===== src/rtl/jt10_adpcm_sched.sv =====
// jt10_adpcm_sched
// Channel scheduler and key-on/off controller for the six-channel ADPCM-A path.
// Produces the time-division strobes shared by the decoder and the accumulator
// and keeps per-channel active / restart / end-flag state.
//
// Ports:
//   clk, rst_n   system clock, asynchronous active-low reset
//   cen          sample-rate clock enable; all scheduling state moves on cen
//   kon, koff    one-clk key-on / key-off masks, captured on any clk
//   mute         level mask; muted channels never contribute to the sum
//   dec_end      decoder reached end address for the channel in the cur_ch slot
//   flag_clr     one-clk mask clearing end flags
//   cur_ch       one-hot decoder slot, rotates every cen
//   en_ch        one-hot accumulator phase, rotates once per cur_ch period
//   match        accumulator input carries the sample of the en_ch channel
//   en_sum       that sample should be added (channel active and not muted)
//   active       channel playing
//   restart      per-channel restart request, consumed in the channel's slot
//   flags        end-of-sample flags
module jt10_adpcm_sched #(
  parameter int PIPE_DLY = 2
) (
  input  logic       clk,
  input  logic       rst_n,
  input  logic       cen,
  input  logic [5:0] kon,
  input  logic [5:0] koff,
  input  logic [5:0] mute,
  input  logic       dec_end,
  input  logic [5:0] flag_clr,
  output logic [5:0] cur_ch,
  output logic [5:0] en_ch,
  output logic       match,
  output logic       en_sum,
  output logic [5:0] active,
  output logic [5:0] restart,
  output logic [5:0] flags
);

  logic [5:0] cur_ch_r;
  logic [5:0] en_ch_r;
  logic       match_r;
  logic       en_sum_r;
  logic [5:0] active_r;
  logic [5:0] restart_r;
  logic [5:0] flags_r;
  logic [5:0] pend_kon_r;
  logic [5:0] pend_koff_r;
  logic [5:0] dly_ch_s;

  logic [5:0] kon_eff_s;
  logic [5:0] slot_s;
  logic [5:0] end_hit_s;
  logic [5:0] active_nxt_s;
  logic [5:0] restart_nxt_s;
  logic [5:0] flags_nxt_s;

  assign cur_ch  = cur_ch_r;
  assign en_ch   = en_ch_r;
  assign match   = match_r;
  assign en_sum  = en_sum_r;
  assign active  = active_r;
  assign restart = restart_r;
  assign flags   = flags_r;

  // Delay line modelling the decoder latency from cur_ch slot to accumulator input
  generate
    if (PIPE_DLY == 0) begin : g_nodly
      assign dly_ch_s = cur_ch_r;
    end else begin : g_dly
      logic [5:0] dly_line_r [0:PIPE_DLY-1];

      // Shift the slot one-hot down the line on every cen; empty (zero) after reset
      always_ff @(posedge clk or negedge rst_n) begin
        if (!rst_n) begin
          for (int i = 0; i < PIPE_DLY; i++) dly_line_r[i] <= 6'b000000;
        end else if (cen) begin
          dly_line_r[0] <= cur_ch_r;
          for (int i = 1; i < PIPE_DLY; i++) dly_line_r[i] <= dly_line_r[i-1];
        end else begin
          for (int i = 0; i < PIPE_DLY; i++) dly_line_r[i] <= dly_line_r[i];
        end
      end

      assign dly_ch_s = dly_line_r[PIPE_DLY-1];
    end
  endgenerate

  // Next-state for channel state applied on cen; koff overrides kon, kon overrides dec_end
  always_comb begin
    kon_eff_s = pend_kon_r & ~pend_koff_r;
    slot_s    = cur_ch_r & active_r;
    if (dec_end) begin
      end_hit_s = slot_s;
    end else begin
      end_hit_s = 6'b000000;
    end
    active_nxt_s  = ((active_r & ~end_hit_s) | kon_eff_s) & ~pend_koff_r;
    restart_nxt_s = ((restart_r & ~slot_s) | kon_eff_s) & ~pend_koff_r;
    // flag_clr acts on any clk; a same-cycle end-of-sample set still wins
    if (cen) begin
      flags_nxt_s = (flags_r & ~flag_clr & ~kon_eff_s) | (end_hit_s & ~kon_eff_s);
    end else begin
      flags_nxt_s = flags_r & ~flag_clr;
    end
  end

  // Pending key masks: fresh pulses on the applying cen stay pending for the next one
  always_ff @(posedge clk or negedge rst_n) begin
    if (!rst_n) begin
      pend_kon_r  <= 6'b000000;
      pend_koff_r <= 6'b000000;
    end else if (cen) begin
      pend_kon_r  <= kon;
      pend_koff_r <= koff;
    end else begin
      pend_kon_r  <= pend_kon_r | kon;
      pend_koff_r <= pend_koff_r | koff;
    end
  end

  // Flags update on every clk so that flag_clr is not cen-qualified
  always_ff @(posedge clk or negedge rst_n) begin
    if (!rst_n) begin
      flags_r <= 6'b000000;
    end else begin
      flags_r <= flags_nxt_s;
    end
  end

  // Slot/phase rotation, match/en_sum strobes and channel state, all on cen
  always_ff @(posedge clk or negedge rst_n) begin
    if (!rst_n) begin
      cur_ch_r  <= 6'b000001;
      en_ch_r   <= 6'b000001;
      match_r   <= 1'b0;
      en_sum_r  <= 1'b0;
      active_r  <= 6'b000000;
      restart_r <= 6'b000000;
    end else if (cen) begin
      cur_ch_r <= {cur_ch_r[4:0], cur_ch_r[5]};
      // Phase advances together with the slot wrapping back to channel 0
      if (cur_ch_r == 6'b100000) begin
        en_ch_r <= {en_ch_r[4:0], en_ch_r[5]};
      end else begin
        en_ch_r <= en_ch_r;
      end
      match_r   <= |(dly_ch_s & en_ch_r);
      en_sum_r  <= |(dly_ch_s & en_ch_r & active_r & ~mute);
      active_r  <= active_nxt_s;
      restart_r <= restart_nxt_s;
    end else begin
      cur_ch_r  <= cur_ch_r;
      en_ch_r   <= en_ch_r;
      match_r   <= match_r;
      en_sum_r  <= en_sum_r;
      active_r  <= active_r;
      restart_r <= restart_r;
    end
  end

endmodule


===== config.mk =====
export PLATFORM = sky130hd
export DESIGN_NAME = jt10_adpcm_sched
export DESIGN_NICKNAME = d
export VERILOG_FILES = /design/src/rtl/jt10_adpcm_sched.sv
export SDC_FILE = /design/constraint.sdc
export NUM_CORES = 1
export LEC_CHECK = 0
export CAP_MARGIN = 20
export CORE_AREA = 2 2 79 81
export CTS_BUF_LIST = sky130_fd_sc_hd__clkbuf_4 sky130_fd_sc_hd__clkbuf_8 sky130_fd_sc_hd__clkbuf_16
export CTS_CLUSTER_SIZE = 10
export DETAILED_ROUTE_END_ITERATION = 7
export DIE_AREA = 0 0 81 83
export GPL_ROUTABILITY_DRIVEN = 0
export SLEW_MARGIN = 30
export SYNTH_ARGS = -nofsm -noshare
export SYNTH_HDL_FRONTEND = slang
export SYNTH_SLANG_ARGS = --single-unit

===== constraint.sdc =====
create_clock -name clk -period 5.7 [get_ports clk]
set_clock_uncertainty 0.15 [all_clocks]
set_input_delay 0.57 -clock clk [delete_from_list [all_inputs] [get_ports clk]]
set_output_delay 0.57 -clock clk [all_outputs]
set_load 0.01 [all_outputs]

**Yosys cells after proc, flatten, opt, wreduce, memory -nomap -nowiden**

Cells that the tools add are included.

- Register bits: 56
- Word-level logic and storage cells: 42

- Equality and inequality tests: 1
- Mux-type cells: 4
- Bitwise logic cells: 23
- Reduce and logical (&&, ||, !) cells: 3

Operators with widths:

| cell | count |
|---|---|
| $and A6 B6 Y6 | 12 |
| $not A6 Y6 | 6 |
| $or A6 B6 Y6 | 5 |
| $mux W6 | 4 |
| $reduce_or A6 Y1 | 2 |
| $eq A6 B6 Y1 const B | 1 |
| $reduce_and A2 Y1 | 1 |

**Logic depth before layout (Yosys ltp)**

- Depth in word-level cells: 6
- Mapped depth: 4
- Depth with buffers taken out: 3

**Worst setup path after synthesis**

OpenSTA, ideal clock, no wires.

- Path kind: register to register
- Start: reg, netlist name g_dly.dly_line_r[9]
- End: reg en_ch_r[1] (netlist: en_ch[1])
- Library setup time: 125 ps
- Data arrival time: 1661 ps
- Path slack: 3764 ps
- Cell stages (with the launch flop): 5
- Path buffers: 1
- Clock period less this slack: 1936 ps
- Cell sequence: dfrtp_1 -> or4_1 -> or3_1 -> buf_6 -> mux2_4

RTL lines:

| item | RTL line | source |
|---|---|---|
| end signal, assigned | 144 | `en_ch_r <= {en_ch_r[4:0], en_ch_r[5]};` |
| end signal, assigned | 146 | `en_ch_r <= en_ch_r;` |
| end signal, assigned | 154 | `en_ch_r <= en_ch_r;` |
| end, declared | 41 | `logic [5:0] en_ch_r;` |

**Worst setup path after layout**

- Start: in cen
- End: reg en_ch_r[1] (netlist: en_ch[1])

- Word-level cells in the longest chain between the ends: 1

RTL lines:

| item | RTL line | source |
|---|---|---|
| start, declared | 25 | `input logic cen,` |
| $reduce_and A2 Y1 (no source line) | - |  |

Every way passes these cells.
A chain may end at the register's enable or synchronous reset.

==> out/summary.md <==
The run gives 0 as the number of failing hold endpoints at the final stage. The die covers 6720 µm². The library cells used most frequently in the layout, excluding fill and tap cells, are sky130_fd_sc_hd__clkdlybuf4s50_1 (58), sky130_fd_sc_hd__dfrtp_1 (44), sky130_fd_sc_hd__nand2_1 (21). Leading register cell type out of synthesis: sky130_fd_sc_hd__dfrtp_1. Leaving out fill and tap cells, the most frequent cell in the layout is sky130_fd_sc_hd__clkdlybuf4s50_1. VDD sags by at most 0.122 mV. The setup check on the worst reg-to-reg path leaves a slack of 3.59 ns.

The path type of the worst min-delay path was input port to async pin. Peak fanout along the critical path: 24. The tools report the worst slack at placement as 2.73 ns. Across all layers, the routed design uses 1,525 vias. Maximum buffer depth of the clock tree: 2. Walking the worst path, the cells encountered are clkdlybuf4s50_1, nand2_1, or3_1, mux2_4. The remaining design rule violation count is 0, and the number of failing setup endpoints in the final timing report is 0.

The overall routed net length was 4510 µm. TritonCTS built the clock tree. Hold is met by 0.110 ns. The global router's overall resource usage was 0.142; the global routing usage on met2 was 0.195. For the number of warnings reported in the yosys synthesis log, the log shows 0.

The first-pass GRT wire length came out at 7370 µm. The headroom to the max-slew limit is 0.416, and the clock-pin slew of the registers on the worst-case setup and hold paths is 0.09 ns. Across the run, the number of max-cap violations was 0. The number of cells upsized or downsized after cts was 0. The quantity of I/O buffers inserted on ports works out to 59. Compared with the post-synthesis result, the final layout area differs by 36.7%. In the final routed layout, each cell accounts on average for 15.0 µm.

On the worst path, the slowest cell contributes a delay of 1.04 ns. The met1 usage in global routing is 0.213, and the number of global-route vias before repair is 1,437. Data on the critical path is required at its endpoint by 5.74 ns.

Dividing total power by cell area gives a power density of 302 nW/µm². The tools report the initial antenna violation count as 0. The number of hold buffers added after cts is 0.

The leftover overflow at the end of global routing is 0. At the end of the flow, the number of nets in the layout was 253. The tools report the number of primary I/O pins as 60. Number of antenna diodes: 0.

The slowest stage of the critical path is the sky130_fd_sc_hd__clkdlybuf4s50_1 cell. Yosys mapped a number of flops with a built-in enable equal to 0. Detailed placement ended at an HPWL of 3190 µm. In this run the critical register-to-register path is launched from g_dly.dly_line_r[9]. Entering global routing, the biggest net connects 47 pins. In this run the remaining antenna-violating nets after routing total 0. The tools report the count of pins over their slew limit as 0. Share of post-route cells with drive strength above 1: 0.102. The tools report the type of origin of the critical path as an input port. The number of fill cells is 555. The tools report the leakage power of the design as 0.00116 µW.

Clock tree synthesis inserted a total of 5 buffers. The peak clock frequency supported by timing was 378 MHz; the worst reg2reg path depth was 3. The floorplan step defined a core boundary enclosing 5820 µm².

Critical setup path kind: input port to flop. In the routed layout, each cell is associated on average with a via count of 5.07. The transition time at the pin with the least slew margin works out to 0.873 ns. Synthesis produced a netlist whose cell count is 168. In this run the most used layer during global routing was met1.

After floorplanning, the core was divided into 28 placement rows. The proportion of synthesized flip-flops having asynchronous set or reset was 1.00; the height of the chip was 83 µm. The run gives 0.347 as the starting density of the core. For this run, the detailed router's first-pass iteration total came to 5.

Adding up every negative setup slack in the final design gives 0 ns. The post-layout worst setup margin is 3.05 ns. The tools report the endpoint of the lowest-slack register-to-register path as en_ch[1]. The synthesized design contains 46 register bits. The share of the clock period used by the worst path after layout was 0.464. Met3 capacity usage during global routing: 0.0413.

CTS saw 46 sinks. The clock tree synthesis step divided the H-tree into 2 levels. The library cell used as clock root buffer is sky130_fd_sc_hd__clkbuf_8. The flow ran to the end, and the final reports show no timing, DRC or antenna violations. After synthesis, the mean cell area works out to 12.0 µm². The worst setup path is captured at a flop. The proportion of synthesized chip area in sequential cells is 0.572, and the post-route minimum period is 2.65 ns.

The total standard cell area after synthesis was 2020 µm²; the unique cell type count in the Yosys netlist was 28. Setup repair after global routing left no endpoint under its margin. The later pin in the worst-skew pair is clocked with a latency of 0.30 ns. The run gives 2.69 ns as the data arrival time at the worst-slack endpoint.

In this run, the number of DRC markers left after iteration 0 of detailed routing was 64. The number of nets in the synthesized netlist is 196. In this run the horizontal extent of the chip is 81 µm.

Buffers added to address setup during post-CTS repair amount to 0.
-- metrics by stage --
step                      std cells   util  total power (µW)  area (µm²)
after global placement          293  0.454               596        2640
final                           301  0.474               832        2760
after global routing            301  0.474               880        2760
after floorplan                 168      -               501        2020
after detailed placement        293  0.454               597        2640
after CTS                       301  0.474               843        2760
-- flip-flops by register name (all words and copies together) (netlist names), 2 cells and up --
| name | flops |
|---|---|
| flags | 6 |
| active | 6 |
| g_dly.dly_line_r | 5 |
| en_ch | 6 |
| restart | 6 |
| dly_ch_s | 2 |
| pend_kon_r | 6 |
| pend_koff_r | 6 |
-- worst max-delay path, delay by kind of cell --
family | cells | cell delay (ns)
buffers and inverters | 1 | 1.04
AND/OR/NAND/NOR | 2 | 0.72
multiplexers | 1 | 0.35
-- cells by family (layout without fill, tap and decap cells) --
kind of cell / Yosys count / in the layout / share of synthesized area
compound gates: 55 / 55 / 0.206
buf+inv: 14 / 72 / 0.0372
flops: 46 / 46 / 0.572
mux: 12 / 12 / 0.0782
simple gates: 41 / 41 / 0.107
-- power by group --
group          switching, µW  total, µW  internal [µW]  leakage (µW)
logic                   67.8        170            102      0.000532
registers               52.3        419            367      0.000576
clock network            113        244            130     0.0000504
-- worst max path at each step --
stage / endpoint / start / slack, ns / cells past startpoint
finish: en_ch[1] / cen / 3.05 / 4
global route: en_ch[3] / cen / 2.90 / 4
detailed placement: en_ch[1] / cen / 2.73 / 4
CTS: en_ch[1] / cen / 3.06 / 4
floorplan: en_ch[1] / g_dly.dly_line_r[9] / 3.76 / 4
global placement: en_ch[3] / cen / 2.81 / 4
-- metal layers --
layer	vias to the layer above	part of all wire	wire, µm
li1	732	-	-
met1	736	0.49	2210
met2	53	0.44	1990
met3	4	0.062	281
met4	0	0.0089	40
met5	-	0	0
-- synth_stat cells, types with 5 or more instances --
master	n	share of area
sky130_fd_sc_hd__a21boi_0	10	0.037
sky130_fd_sc_hd__nor2b_1	11	0.034
sky130_fd_sc_hd__o2bb2ai_1	11	0.048
sky130_fd_sc_hd__inv_1	5	0.0093
sky130_fd_sc_hd__o21ai_0	7	0.017
sky130_fd_sc_hd__nand4b_1	5	0.022
sky130_fd_sc_hd__mux2_4	6	0.045
sky130_fd_sc_hd__mux2_2	6	0.033
sky130_fd_sc_hd__a21o_1	12	0.045
sky130_fd_sc_hd__o31ai_1	6	0.022
sky130_fd_sc_hd__nand2_1	21	0.039
sky130_fd_sc_hd__dfrtp_1	44	0.55
-- layout make-up --
type                       count  area (µm²)  area share
tap                           75        93.8      0.0340
clock inverter                 3        45.0      0.0163
inverter                       5        18.8     0.00681
multi-input combinational    108         788       0.286
timing repair buffer          59         588       0.213
clock buffer                   5        68.8      0.0250
sequential                    46        1150       0.419
(Power assumes the default switching activity.)
